`src/rtl/dispatch.sv`:
```
// Dispatch stage: single-entry holding register between rename and the ROB/issue queues,
// plus the physical-register busy table used to tag source-operand readiness.

package dispatch_pkg;
    localparam int PREG_W = 7;

    typedef struct packed {
        logic [31:0]       pc;
        logic [15:0]       op;
        logic              fu_alu;
        logic              fu_br;
        logic              fu_mem;
        logic [PREG_W-1:0] ps1;
        logic [PREG_W-1:0] ps2;
        logic [PREG_W-1:0] pd_new;
    } rename_data;
endpackage

module dispatch
    import dispatch_pkg::*;
#(
    parameter int NUM_PREGS = 128,
    parameter int PREG_W    = dispatch_pkg::PREG_W
) (
    input  logic              clk,
    input  logic              reset,
    input  logic              valid_in,
    input  rename_data        data_in,
    output logic              ready_in,
    input  logic              mispredict,
    input  logic              cdb_valid,
    input  logic [PREG_W-1:0] cdb_preg,
    output logic              rob_valid,
    input  logic              rob_ready,
    output logic              alu_valid,
    output logic              br_valid,
    output logic              mem_valid,
    input  logic              alu_ready,
    input  logic              br_ready,
    input  logic              mem_ready,
    output rename_data        iq_data,
    output logic              iq_ps1_rdy,
    output logic              iq_ps2_rdy,
    output logic [31:0]       stall_cnt
);

    typedef enum logic [1:0] {
        TGT_ALU = 2'd0,
        TGT_BR  = 2'd1,
        TGT_MEM = 2'd2
    } target_e;

    logic                 held_r;
    rename_data           data_r;
    logic                 ps1_rdy_r;
    logic                 ps2_rdy_r;
    logic [31:0]          stall_cnt_r;
    logic [NUM_PREGS-1:0] busy_r;

    target_e              target_s;
    logic                 q_ready_s;
    logic                 fire_s;
    logic                 accept_s;
    logic                 new_ps1_rdy_s;
    logic                 new_ps2_rdy_s;
    logic                 hold_ps1_rdy_s;
    logic                 hold_ps2_rdy_s;
    logic [NUM_PREGS-1:0] busy_next_s;

    // A source is ready if it is p0, not busy, or being written back this very cycle.
    function automatic logic src_ready(
        input logic [PREG_W-1:0]    ps,
        input logic [NUM_PREGS-1:0] busy,
        input logic                 cv,
        input logic [PREG_W-1:0]    cp
    );
        return (ps == {PREG_W{1'b0}}) || !busy[ps] || (cv && (cp == ps));
    endfunction

    // Target queue selection, priority br > mem > alu, and the queue-ready mux.
    always_comb begin
        target_s  = TGT_ALU;
        q_ready_s = 1'b0;
        if (data_r.fu_br) begin
            target_s = TGT_BR;
        end else if (data_r.fu_mem) begin
            target_s = TGT_MEM;
        end else begin
            target_s = TGT_ALU;
        end
        case (target_s)
            TGT_ALU: q_ready_s = alu_ready;
            TGT_BR:  q_ready_s = br_ready;
            TGT_MEM: q_ready_s = mem_ready;
            default: q_ready_s = 1'b0;
        endcase
    end

    // Handshake: each side's strobe waits only on the other side's ready, so ROB and queue
    // write together or not at all.
    always_comb begin
        fire_s    = held_r && rob_ready && q_ready_s;
        ready_in  = !held_r || fire_s;
        accept_s  = valid_in && ready_in && !mispredict;
        rob_valid = held_r && q_ready_s;
        alu_valid = 1'b0;
        br_valid  = 1'b0;
        mem_valid = 1'b0;
        case (target_s)
            TGT_ALU: alu_valid = held_r && rob_ready;
            TGT_BR:  br_valid  = held_r && rob_ready;
            TGT_MEM: mem_valid = held_r && rob_ready;
            default: begin
                alu_valid = 1'b0;
                br_valid  = 1'b0;
                mem_valid = 1'b0;
            end
        endcase
    end

    // Readiness for a newly accepted entry (pre-update table) and for the held entry.
    always_comb begin
        new_ps1_rdy_s  = src_ready(data_in.ps1, busy_r, cdb_valid, cdb_preg);
        new_ps2_rdy_s  = src_ready(data_in.ps2, busy_r, cdb_valid, cdb_preg);
        hold_ps1_rdy_s = ps1_rdy_r || (cdb_valid && (cdb_preg == data_r.ps1));
        hold_ps2_rdy_s = ps2_rdy_r || (cdb_valid && (cdb_preg == data_r.ps2));
    end

    // Busy-table update: writeback clears, allocation sets, set wins on a collision.
    always_comb begin
        busy_next_s = busy_r;
        if (cdb_valid) begin
            busy_next_s[cdb_preg] = 1'b0;
        end else begin
            busy_next_s = busy_next_s;
        end
        if (accept_s && (data_in.pd_new != {PREG_W{1'b0}})) begin
            busy_next_s[data_in.pd_new] = 1'b1;
        end else begin
            busy_next_s = busy_next_s;
        end
        busy_next_s[0] = 1'b0;
    end

    // Holding register; a flush drops it but a same-cycle fire has already been taken.
    always_ff @(posedge clk or posedge reset) begin
        if (reset) begin
            held_r    <= 1'b0;
            data_r    <= '0;
            ps1_rdy_r <= 1'b0;
            ps2_rdy_r <= 1'b0;
        end else if (mispredict) begin
            held_r <= 1'b0;
        end else if (accept_s) begin
            held_r    <= 1'b1;
            data_r    <= data_in;
            ps1_rdy_r <= new_ps1_rdy_s;
            ps2_rdy_r <= new_ps2_rdy_s;
        end else if (fire_s) begin
            held_r <= 1'b0;
        end else if (held_r) begin
            ps1_rdy_r <= hold_ps1_rdy_s;
            ps2_rdy_r <= hold_ps2_rdy_s;
        end
    end

    // Physical-register busy table.
    always_ff @(posedge clk or posedge reset) begin
        if (reset) begin
            busy_r <= {NUM_PREGS{1'b0}};
        end else begin
            busy_r <= busy_next_s;
        end
    end

    // Saturating count of cycles an entry sat without dispatching.
    always_ff @(posedge clk or posedge reset) begin
        if (reset) begin
            stall_cnt_r <= 32'd0;
        end else if (held_r && !fire_s && (stall_cnt_r != 32'hFFFF_FFFF)) begin
            stall_cnt_r <= stall_cnt_r + 32'd1;
        end
    end

    assign iq_data    = data_r;
    assign iq_ps1_rdy = ps1_rdy_r;
    assign iq_ps2_rdy = ps2_rdy_r;
    assign stall_cnt  = stall_cnt_r;

endmodule

```
`config.mk`:
```
export PLATFORM = sky130hd
export DESIGN_NAME = dispatch
export DESIGN_NICKNAME = d
export VERILOG_FILES = /design/src/rtl/dispatch.sv
export SDC_FILE = /design/constraint.sdc
export NUM_CORES = 1
export LEC_CHECK = 0
export BUFFER_PORTS_ARGS = -buffer_cell sky130_fd_sc_hd__buf_2
export CORE_MARGIN = 5
export CORE_UTILIZATION = 30
export CTS_CLUSTER_SIZE = 40
export DETAILED_ROUTE_END_ITERATION = 12
export PLACE_DENSITY = 0.44
export RECOVER_POWER = 50
export SKIP_CTS_REPAIR_TIMING = 1
export SYNTH_ARGS = -nofsm -noshare
export SYNTH_HDL_FRONTEND = slang
export SYNTH_SLANG_ARGS = --single-unit
```
`constraint.sdc`:
```
create_clock -name clk -period 17.7 [get_ports clk]
set_clock_uncertainty 0.15 [all_clocks]
set_input_delay 0.885 -clock clk [delete_from_list [all_inputs] [get_ports clk]]
set_output_delay 0.885 -clock clk [all_outputs]
set_load 0.03 [all_outputs]
```
==> results.ini <==
[run_status]
violations = max-capacitance violations, max-slew violations
outcome = complete, but fails checks

[grt]
grt_overflow = 0
grt_max_degree = 84
grt_pass1_wl_mm = 67.8
grt_pass1_vias = 10300
grt_antenna_before_repair = 0
track_usage_pct = 19.9

[timing]
final.min_clock_period_ns = 6.72
rsz0062_at_grt = false
hold_violations = 0
worst_slack_ns = 10.98
period_share_pct = 38.0
setup_tns_ns = 0
max-slew-margin-rel_pct = -173
fmax_mhz = 149
setup_viol = 0
slew_viol_final = 157
worstMarginPinSlew_ns = 4.09

[pwr]
power_uw = 1570
p_sw_share_pct = 31.9
switching_power_uw = 502
combPwrFrac_pct = 19.6
ir_drop_v = 0.0000662
internal-power_uw = 1070
p_seq_share_pct = 40.8
clockPowerShare_pct = 39.6
p_leak_uw = 0.00594
powerDensity_mw_per_mm2 = 110

[die]
initial_utilization_pct = 30.4
rows = 73
chipHeight_um = 211
die_area_mm2 = 0.0445
core_area_mm2 = 0.0398
ioPinCount = 199
die_w_um = 211

[synthesis]
syn_nets = 1200
synth_edf_count = 0
ys_warn_count = 0
synth.most_common_cell = o21ai_0
synthTopCellsByCount = 254 x o21ai_0, 234 x dfrtp_1, 79 x mux2i_1
synth_ff_type = dfrtp_1
ys_ff_latch = 234
ys_seq_area_share_pct = 48.4
synthTopCellsByArea = dfrtp_1 48%, o21ai_0 11%, mux2_2 6.9%
yosysTopAreaCell = dfrtp_1
syn_area_per_cell_um2 = 10.9
synthArstFlopShare_pct = 100
ys_types = 63
synth_area_mm2 = 0.0121
synth_cells = 1111
synth_top_area_share_pct = 48.4

[critical_path]
setup.worst_path.class = in2async
worstSetupEndpointType = async pin
ff2ff_setup_slack_ns = 13.84
cp.required_ns = 17.26
cp.arrival_ns = 6.28
crit_fanout = 83
reg2reg_depth = 7
start_kind = primary input

[layout]
area_growth_pct = 17.9
design_area_mm2 = 0.0143
drive_above_1_share_pct = 20.3
n_fill_cell = 4178
n_antenna_cell = 0
nets = 1367

[worst_hold_path]
min_path_cells = 1
hold_class = reg2reg

[routing]
ant_nets = 0
dr.pass1.iters = 5
drt-vias-per-instance = 5.46
wl_mm = 45.5
via_count = 9967
wl_per_cell_um = 24.9
drcViolationCount = 0
drt_iter0_drc = 667

[clocking]
clock_path_buffers = 3
path_clk_slew_ns = 0.06
numCtsBuffers = 30
cts_tree = built
clock_latency_ns = 0.56
clock_sinks = 234
cts_root_buf = clkbuf_16
htree_levels = 1

[place]
dp_hpwl_mm = 30.1
port_buffers = 198
dpl-instance-area_mm2 = 0.0135
pre_cts_slack_ns = 13.48
gp_congestion = 0.876

[flow_run]
cap_violations = 2

## kinds of logic (layout without fill, tap and decap cells)
kind of cell | after synthesis | count (layout) | synth area share [%]
AO/OA/AOI/OAI | 323 | 323 | 14.9
XOR/XNOR | 58 | 58 | 4.20
adder cells (fa/ha/maj) | 1 | 1 | 0.103
buffers and inverters | 81 | 270 | 3.15
flip-flops | 234 | 234 | 48.4
multiplexers | 183 | 183 | 18.9
AND/OR/NAND/NOR | 231 | 231 | 10.3
## flip-flops by register name, summed over array words and instances, names as in the netlist
| register | count |
|---|---|
| iq_data | 72 |
| busy_r | 127 |
| held_r | 1 |
| iq_ps1_rdy | 1 |
| stall_cnt | 32 |
| iq_ps2_rdy | 1 |
## routing by layer
layer / up-vias / share of wire, % / global-route usage [%]
li1: 4454 / - / -
met1: 5099 / 44 / 27.9
met2: 339 / 46 / 31.6
met3: 75 / 6.6 / 4.16
met4: 0 / 2.8 / 4.96
met5: - / 0 / 0
## area by class of cell
cell class | count | area (um2) | share of cell area, %
well taps | 525 | 657 | 4.60
inverters | 10 | 40.0 | 0.281
multi-input cells | 796 | 5790 | 40.6
clock buffers | 42 | 887 | 6.21
clock inverters | 12 | 120 | 0.842
flip-flops and latches | 234 | 5860 | 41.0
repair buffers | 206 | 922 | 6.46
## critical path, stage by stage
cell and delay (ns):
buf_2 0.10, clkinvlp_2 2.20, clkbuf_1 2.99
## metrics by stage
stage,utilization (%),instances,hold slack (ns)
2_1_floorplan,-,1111,0.333
3_3_place_gp,33.8,1771,0.333
3_5_place_dp,33.8,1771,0.332
4_1_cts,36.4,1825,0.282
5_1_grt,35.8,1825,0.365
6_report,35.8,1825,0.346
## path summary, 6_finish.rpt
path	from	endpoint
min reg2reg	stall_cnt[18]	stall_cnt[18]
max reg2reg	iq_data[21]	busy_r[105]
min	stall_cnt[18]	stall_cnt[18]
max	reset	busy_r[49]
max in group clk	iq_data[21]	busy_r[105]
min in group asynchronous	reset	iq_data[22]
## power by group through the flow
stage	sequential, uW	clock [uW]	combinational [uW]
CTS	642	636	324
finish	643	624	308
detailed placement	650	0	323
global placement	648	0	322
global route	652	658	331
floorplan	720	0	139
## cells in the final DEF, fill, tap and decap left out, types with 5 or more instances in the layout
master / n
nand3b_1: 6
buf_4: 7
clkbuf_1: 105
nand4_1: 26
clkbuf_16: 31
nand2b_1: 5
buf_2: 98
a31oi_1: 6
a2111oi_0: 5
nor2_1: 25
mux2i_1: 79
a21oi_1: 13
nor3_1: 9
xnor2_1: 41
clkbuf_8: 7
o21ai_0: 255
and2_1: 5
clkinv_2: 6
or3_1: 10
mux2_2: 74
and3_1: 7
xor2_1: 17
dfrtp_1: 234
nor2b_1: 14
a22o_1: 6
a22oi_1: 12
nand3_1: 47
mux4_2: 29
inv_1: 8
nand2_1: 62
(Power assumes the default switching activity.)
